**src/rtl/if_id_pkg.sv**
```systemverilog
// Shared types and defaults for the fetch/decode skid stage.
// Imported by if_id_skid.
package if_id_pkg;

    typedef enum logic [1:0] {
        EMPTY = 2'd0,
        ONE   = 2'd1,
        TWO   = 2'd2
    } state_t;

    localparam int DATA_W_DEF = 32;
    localparam int ADDR_W_DEF = 14;

    localparam logic [DATA_W_DEF-1:0] NOP_WORD_DEF = '0;

endpackage

```
**src/rtl/sat_counter.sv**
```systemverilog
// Saturating up-counter with async active-high clear.
// Used for the optional stage statistics.
module sat_counter #(
    parameter int COUNT_W = 16
) (
    input  logic               clock,
    input  logic               reset,
    input  logic               inc,
    output logic [COUNT_W-1:0] count
);

    always_ff @(posedge clock or posedge reset) begin
        if (reset) begin
            count <= '0;
        end else if (inc && (count != '1)) begin
            count <= count + COUNT_W'(1);
        end
    end

endmodule

```
**src/rtl/if_id_skid.sv**
```systemverilog
// Fetch/decode register with valid/ready and a 2-entry skid buffer.
// Optional stall/bubble counters under IF_ID_SKID_STATS_EN.
module if_id_skid
    import if_id_pkg::*;
#(
    parameter int              DATA_W   = DATA_W_DEF,
    parameter int              ADDR_W   = ADDR_W_DEF,
    parameter logic [DATA_W-1:0] NOP_WORD = DATA_W'(NOP_WORD_DEF),
    parameter int              COUNT_W  = 16
) (
    input  logic               clock,
    input  logic               reset,
    input  logic               flush,
    input  logic               in_valid,
    output logic               in_ready,
    input  logic [DATA_W-1:0]  in_instr,
    input  logic [ADDR_W-1:0]  in_addr,
    output logic               out_valid,
    input  logic               out_ready,
    output logic [DATA_W-1:0]  out_instr,
    output logic [ADDR_W-1:0]  out_addr
`ifdef IF_ID_SKID_STATS_EN
    ,
    output logic [COUNT_W-1:0] stall_count,
    output logic [COUNT_W-1:0] bubble_count
`endif
);

    state_t state_q, state_d;

    logic [DATA_W-1:0] main_instr_q, main_instr_d;
    logic [ADDR_W-1:0] main_addr_q,  main_addr_d;
    logic [DATA_W-1:0] skid_instr_q, skid_instr_d;
    logic [ADDR_W-1:0] skid_addr_q,  skid_addr_d;

    logic ready_q;
    logic valid_q;
    logic accept;
    logic retire;

    assign accept = in_valid & ready_q;
    assign retire = valid_q & out_ready;

    always_comb begin
        state_d      = state_q;
        main_instr_d = main_instr_q;
        main_addr_d  = main_addr_q;
        skid_instr_d = skid_instr_q;
        skid_addr_d  = skid_addr_q;
        if (flush) begin
            state_d      = EMPTY;
            main_instr_d = '0;
            main_addr_d  = '0;
            skid_instr_d = '0;
            skid_addr_d  = '0;
        end else begin
            unique case (state_q)
                EMPTY: begin
                    if (accept) begin
                        state_d      = ONE;
                        main_instr_d = in_instr;
                        main_addr_d  = in_addr;
                    end
                end
                ONE: begin
                    unique case (1'b1)
                        accept & retire: begin
                            main_instr_d = in_instr;
                            main_addr_d  = in_addr;
                        end
                        accept & ~retire: begin
                            state_d      = TWO;
                            skid_instr_d = in_instr;
                            skid_addr_d  = in_addr;
                        end
                        ~accept & retire: begin
                            state_d      = EMPTY;
                            main_instr_d = '0;
                            main_addr_d  = '0;
                        end
                        default: ;
                    endcase
                end
                TWO: begin
                    if (retire) begin
                        state_d      = ONE;
                        main_instr_d = skid_instr_q;
                        main_addr_d  = skid_addr_q;
                        skid_instr_d = '0;
                        skid_addr_d  = '0;
                    end
                end
                default: state_d = EMPTY;
            endcase
        end
    end

    // Handshake flags are flopped from next state: no out_ready->in_ready path.
    always_ff @(posedge clock or posedge reset) begin
        if (reset) begin
            state_q      <= EMPTY;
            main_instr_q <= '0;
            main_addr_q  <= '0;
            skid_instr_q <= '0;
            skid_addr_q  <= '0;
            ready_q      <= 1'b1;
            valid_q      <= 1'b0;
        end else begin
            state_q      <= state_d;
            main_instr_q <= main_instr_d;
            main_addr_q  <= main_addr_d;
            skid_instr_q <= skid_instr_d;
            skid_addr_q  <= skid_addr_d;
            ready_q      <= (state_d != TWO);
            valid_q      <= (state_d != EMPTY);
        end
    end

    assign in_ready  = ready_q;
    assign out_valid = valid_q;
    assign out_instr = valid_q ? main_instr_q : NOP_WORD;
    assign out_addr  = valid_q ? main_addr_q  : '0;

`ifdef IF_ID_SKID_STATS_EN
    sat_counter #(
        .COUNT_W(COUNT_W)
    ) u_stall (
        .clock(clock),
        .reset(reset),
        .inc  (valid_q & ~out_ready),
        .count(stall_count)
    );

    sat_counter #(
        .COUNT_W(COUNT_W)
    ) u_bubble (
        .clock(clock),
        .reset(reset),
        .inc  (~valid_q & out_ready),
        .count(bubble_count)
    );
`else
    logic unused_count_w;
    assign unused_count_w = ^COUNT_W;
`endif

endmodule

```
**config.mk**
```make
export PLATFORM = sky130hd
export DESIGN_NAME = if_id_skid
export DESIGN_NICKNAME = d
export VERILOG_FILES = /design/src/rtl/if_id_pkg.sv /design/src/rtl/sat_counter.sv /design/src/rtl/if_id_skid.sv
export SDC_FILE = /design/constraint.sdc
export NUM_CORES = 1
export LEC_CHECK = 0
export CAP_MARGIN = 20
export CORE_ASPECT_RATIO = 1.75
export CORE_MARGIN = 1
export CORE_UTILIZATION = 25
export CTS_CLUSTER_SIZE = 20
export DETAILED_ROUTE_END_ITERATION = 8
export DONT_BUFFER_PORTS = 1
export PLACE_DENSITY_LB_ADDON = 0.3
export SETUP_SLACK_MARGIN = 0.3
export SLEW_MARGIN = 20
export SYNTH_ARGS = -nofsm -noshare
export SYNTH_HDL_FRONTEND = slang
export SYNTH_SLANG_ARGS = --single-unit
```
**constraint.sdc**
```tcl
create_clock -name clock -period 5.9 [get_ports clock]
set_clock_uncertainty 0.15 [all_clocks]
set_input_delay 1.18 -clock clock [delete_from_list [all_inputs] [get_ports clock]]
set_output_delay 1.18 -clock clock [all_outputs]
set_load 0.05 [all_outputs]
```
==> qor.yml <==
final_cell_mix: "dfrtp_1, nor2_1, a22oi_1, a22o_1, and2_1"
fin_crit_sh_pct: 56.9
cts_made_buffers: 9
synth_cell_type_count: 30
cts_hold_buf: 0
die_y_um: 182
vdd_drop_max_v: 0.000129
cts.sinks: 96
crit_family: "flip-flops"
fin_nets: 437
drc: 0
syn-num-nets: 457
place_area_mm2: 0.00481
fmax_ghz: 0.298
post_cts_resized: 0
core_mm2: 0.0181
drive_gt1_share_pct: 18.0
cts_setup_buffers: 0
slowest_delay_ns: 1.03
dr.pass1.iters: 4
synth-xor-area-share_pct: 0
synth_area_per_cell_um2: 11.6
grt_overflow: 0
maxSlewHeadroom_pct: 31.1
combPwrFrac_pct: 27.2
status: "finished, final reports clean"
vias: 3152
diodes: 0
critPathBufInv: 0
ys_seq_area_share_pct: 51.8
dieArea_mm2: 0.0191
num_rows: 65
area_growth_pct: 9.77
grt_pass1_vias: 3342
synth_adder_area_share_pct: 1.89
critPathSlowestCell: "dfrtp_2"
power_frac_clock_pct: 29.7
root_buffer: "clkbuf_16"
start_util_pct: 25.6
hold_class: "flip-flop to flip-flop"
dieWidth_um: 105
grt_pass1_wl_mm: 19.1
grt_setup_unrepaired: "no"
antenna_found_initial: 0
endpoint_kind: "output pin"
netSwitchingPower_mw: 0.677
ant_nets: 0
cts_tree: "built"
drt-vias-per-instance: 5.10
p_int_mw: 1.24
cts_max_path_buffers: 2
synth.area.mux_share_pct: 0.459
place_hpwl_mm: 7.65
swShare_pct: 35.3
synth_area_mm2: 0.00464
finalMaxSlewViolations: 0
layout.cells.most_common: "dfrtp_1"
gp_congestion: 0.722
clk_pin_slew_worst_paths_ns: 0.06
yosys.area_share.simple_pct: 11.9
path_max_fanout: 50
grt_max_degree: 55
routed_wl_mm: 12.0
min_period_ns: 3.36
fin_area_mm2: 0.00509
start_kind: "flip-flop"
synth-compound-area-share_pct: 29.4
clock_latency_ns: 0.34
leakagePower_nw: 2.15
numPortBuffers: 0
tightest_slew_ns: 1.03
setup_viol: 0
path_cells: "and2_1"
ys_warn_count: 0
htree_levels: 3
cp.arrival_ns: 2.03
power_density_mw_per_mm2: 377
path_class: "flip-flop to output pin"
synth_top_family_by_area: "compound AO/OA/AOI/OAI gates"
grt_util_all_layers_pct: 13.1
drtIter0Drc: 221
hold_viol_final: 0
synth-seq-cells: 96
utilization_pct: 28.1
postSynthCellCount: 399
maxCapViolCount: 0
worst_ep_required_time_ns: 4.57
finalSetupTns_ns: 0
wl_per_cell_um: 19.5
pwr-share-seq_pct: 43.1
ioPinCount: 99
## layout make-up
cell class	instances	area (µm²)
Timing Repair Buffer	6	45.0
Tap cell	234	293
Inverter	6	25.0
Clock buffer	13	240
Clock inverter	3	42.5
Sequential cell	96	2400
Multi-Input combinational cell	260	2040
Fill cell	1881	13000
## Yosys cell counts (all sizes together)
library cell | n | share of area, %
or2 | 1 | 0.13
nand3 | 1 | 0.11
o21ai | 2 | 0.46
buf | 20 | 2.6
a31oi | 1 | 0.13
mux2i | 1 | 0.22
mux2 | 1 | 0.24
and2 | 47 | 6.3
nand2 | 3 | 0.24
a22oi | 46 | 7.4
nor3b | 1 | 0.16
inv | 6 | 0.49
a2111oi | 1 | 0.19
a211oi | 48 | 12
clkbuf | 17 | 1.4
nand2b | 1 | 0.13
nor4b | 1 | 0.51
dfrtp | 95 | 51
ha | 7 | 1.9
dfstp | 1 | 0.57
nor2 | 49 | 4.0
a21boi | 2 | 0.40
a22o | 46 | 8.7
nor4 | 1 | 0.27
## flip-flops by register name, indices dropped and copies added, names as in the netlist
signal	flops
in_ready	1
main_addr_q	14
main_instr_q	32
out_valid	1
skid_addr_q	14
skid_instr_q	32
state_q	2
## final timing paths
kind / from / endpoint / slack [ns] / cells after the start
worst max-delay path: out_valid$_DFF_PP0_ / out_instr[28] / 2.54 / 1
worst min-delay path: skid_instr_q[8]$_DFFE_PP0P_ / skid_instr_q[8]$_DFFE_PP0P_ / 0.35 / 1
worst max register to register: out_valid$_DFF_PP0_ / skid_instr_q[19]$_DFFE_PP0P_ / 2.80 / 7
worst min register to register: skid_instr_q[8]$_DFFE_PP0P_ / skid_instr_q[8]$_DFFE_PP0P_ / 0.35 / 1
max in group asynchronous: reset / out_valid$_DFF_PP0_ / 3.82 / 2
min in group asynchronous: reset / skid_addr_q[10]$_DFFE_PP0P_ / 0.61 / 1
## cells by family (layout without fill, tap and decap cells)
kind of cell | count (synthesis) | in the layout
muxes | 2 | 2
and+or+nand+nor | 105 | 105
adders and majority gates | 7 | 7
buffers and inverters | 43 | 28
AOI/OAI and AO/OA | 146 | 146
DFF | 96 | 96
## power by group through the flow
stage | Combinational (mW) | Clock [mW] | Sequential (mW)
2_1_floorplan | 0.489 | 0 | 0.804
3_3_place_gp | 0.521 | 0 | 0.839
3_5_place_dp | 0.528 | 0 | 0.841
4_1_cts | 0.529 | 0.597 | 0.830
5_1_grt | 0.569 | 0.626 | 0.843
6_report | 0.522 | 0.571 | 0.828
## through the flow
| stage | std cells | power [mW] | hold WS, ns | setup slack [ns] |
|---|---|---|---|---|
| after global placement | 602 | 1.36 | 0.338 | 2.60 |
| after detailed placement | 602 | 1.37 | 0.341 | 2.59 |
| final | 618 | 1.92 | 0.355 | 2.54 |
| after floorplan | 399 | 1.29 | 0.324 | 2.07 |
| after global routing | 618 | 2.04 | 0.376 | 2.42 |
| after CTS | 618 | 1.96 | 0.361 | 2.49 |
## metal layers
layer / up-vias / share of wire [%] / GRT usage (%)
li1: 1430 / - / -
met1: 1634 / 40 / 15.0
met2: 74 / 54 / 23.5
met3: 14 / 4.2 / 2.75
met4: 0 / 1.9 / 5.24
met5: - / 0 / 0
No activity file was read; power rests on OpenSTA's default activity.
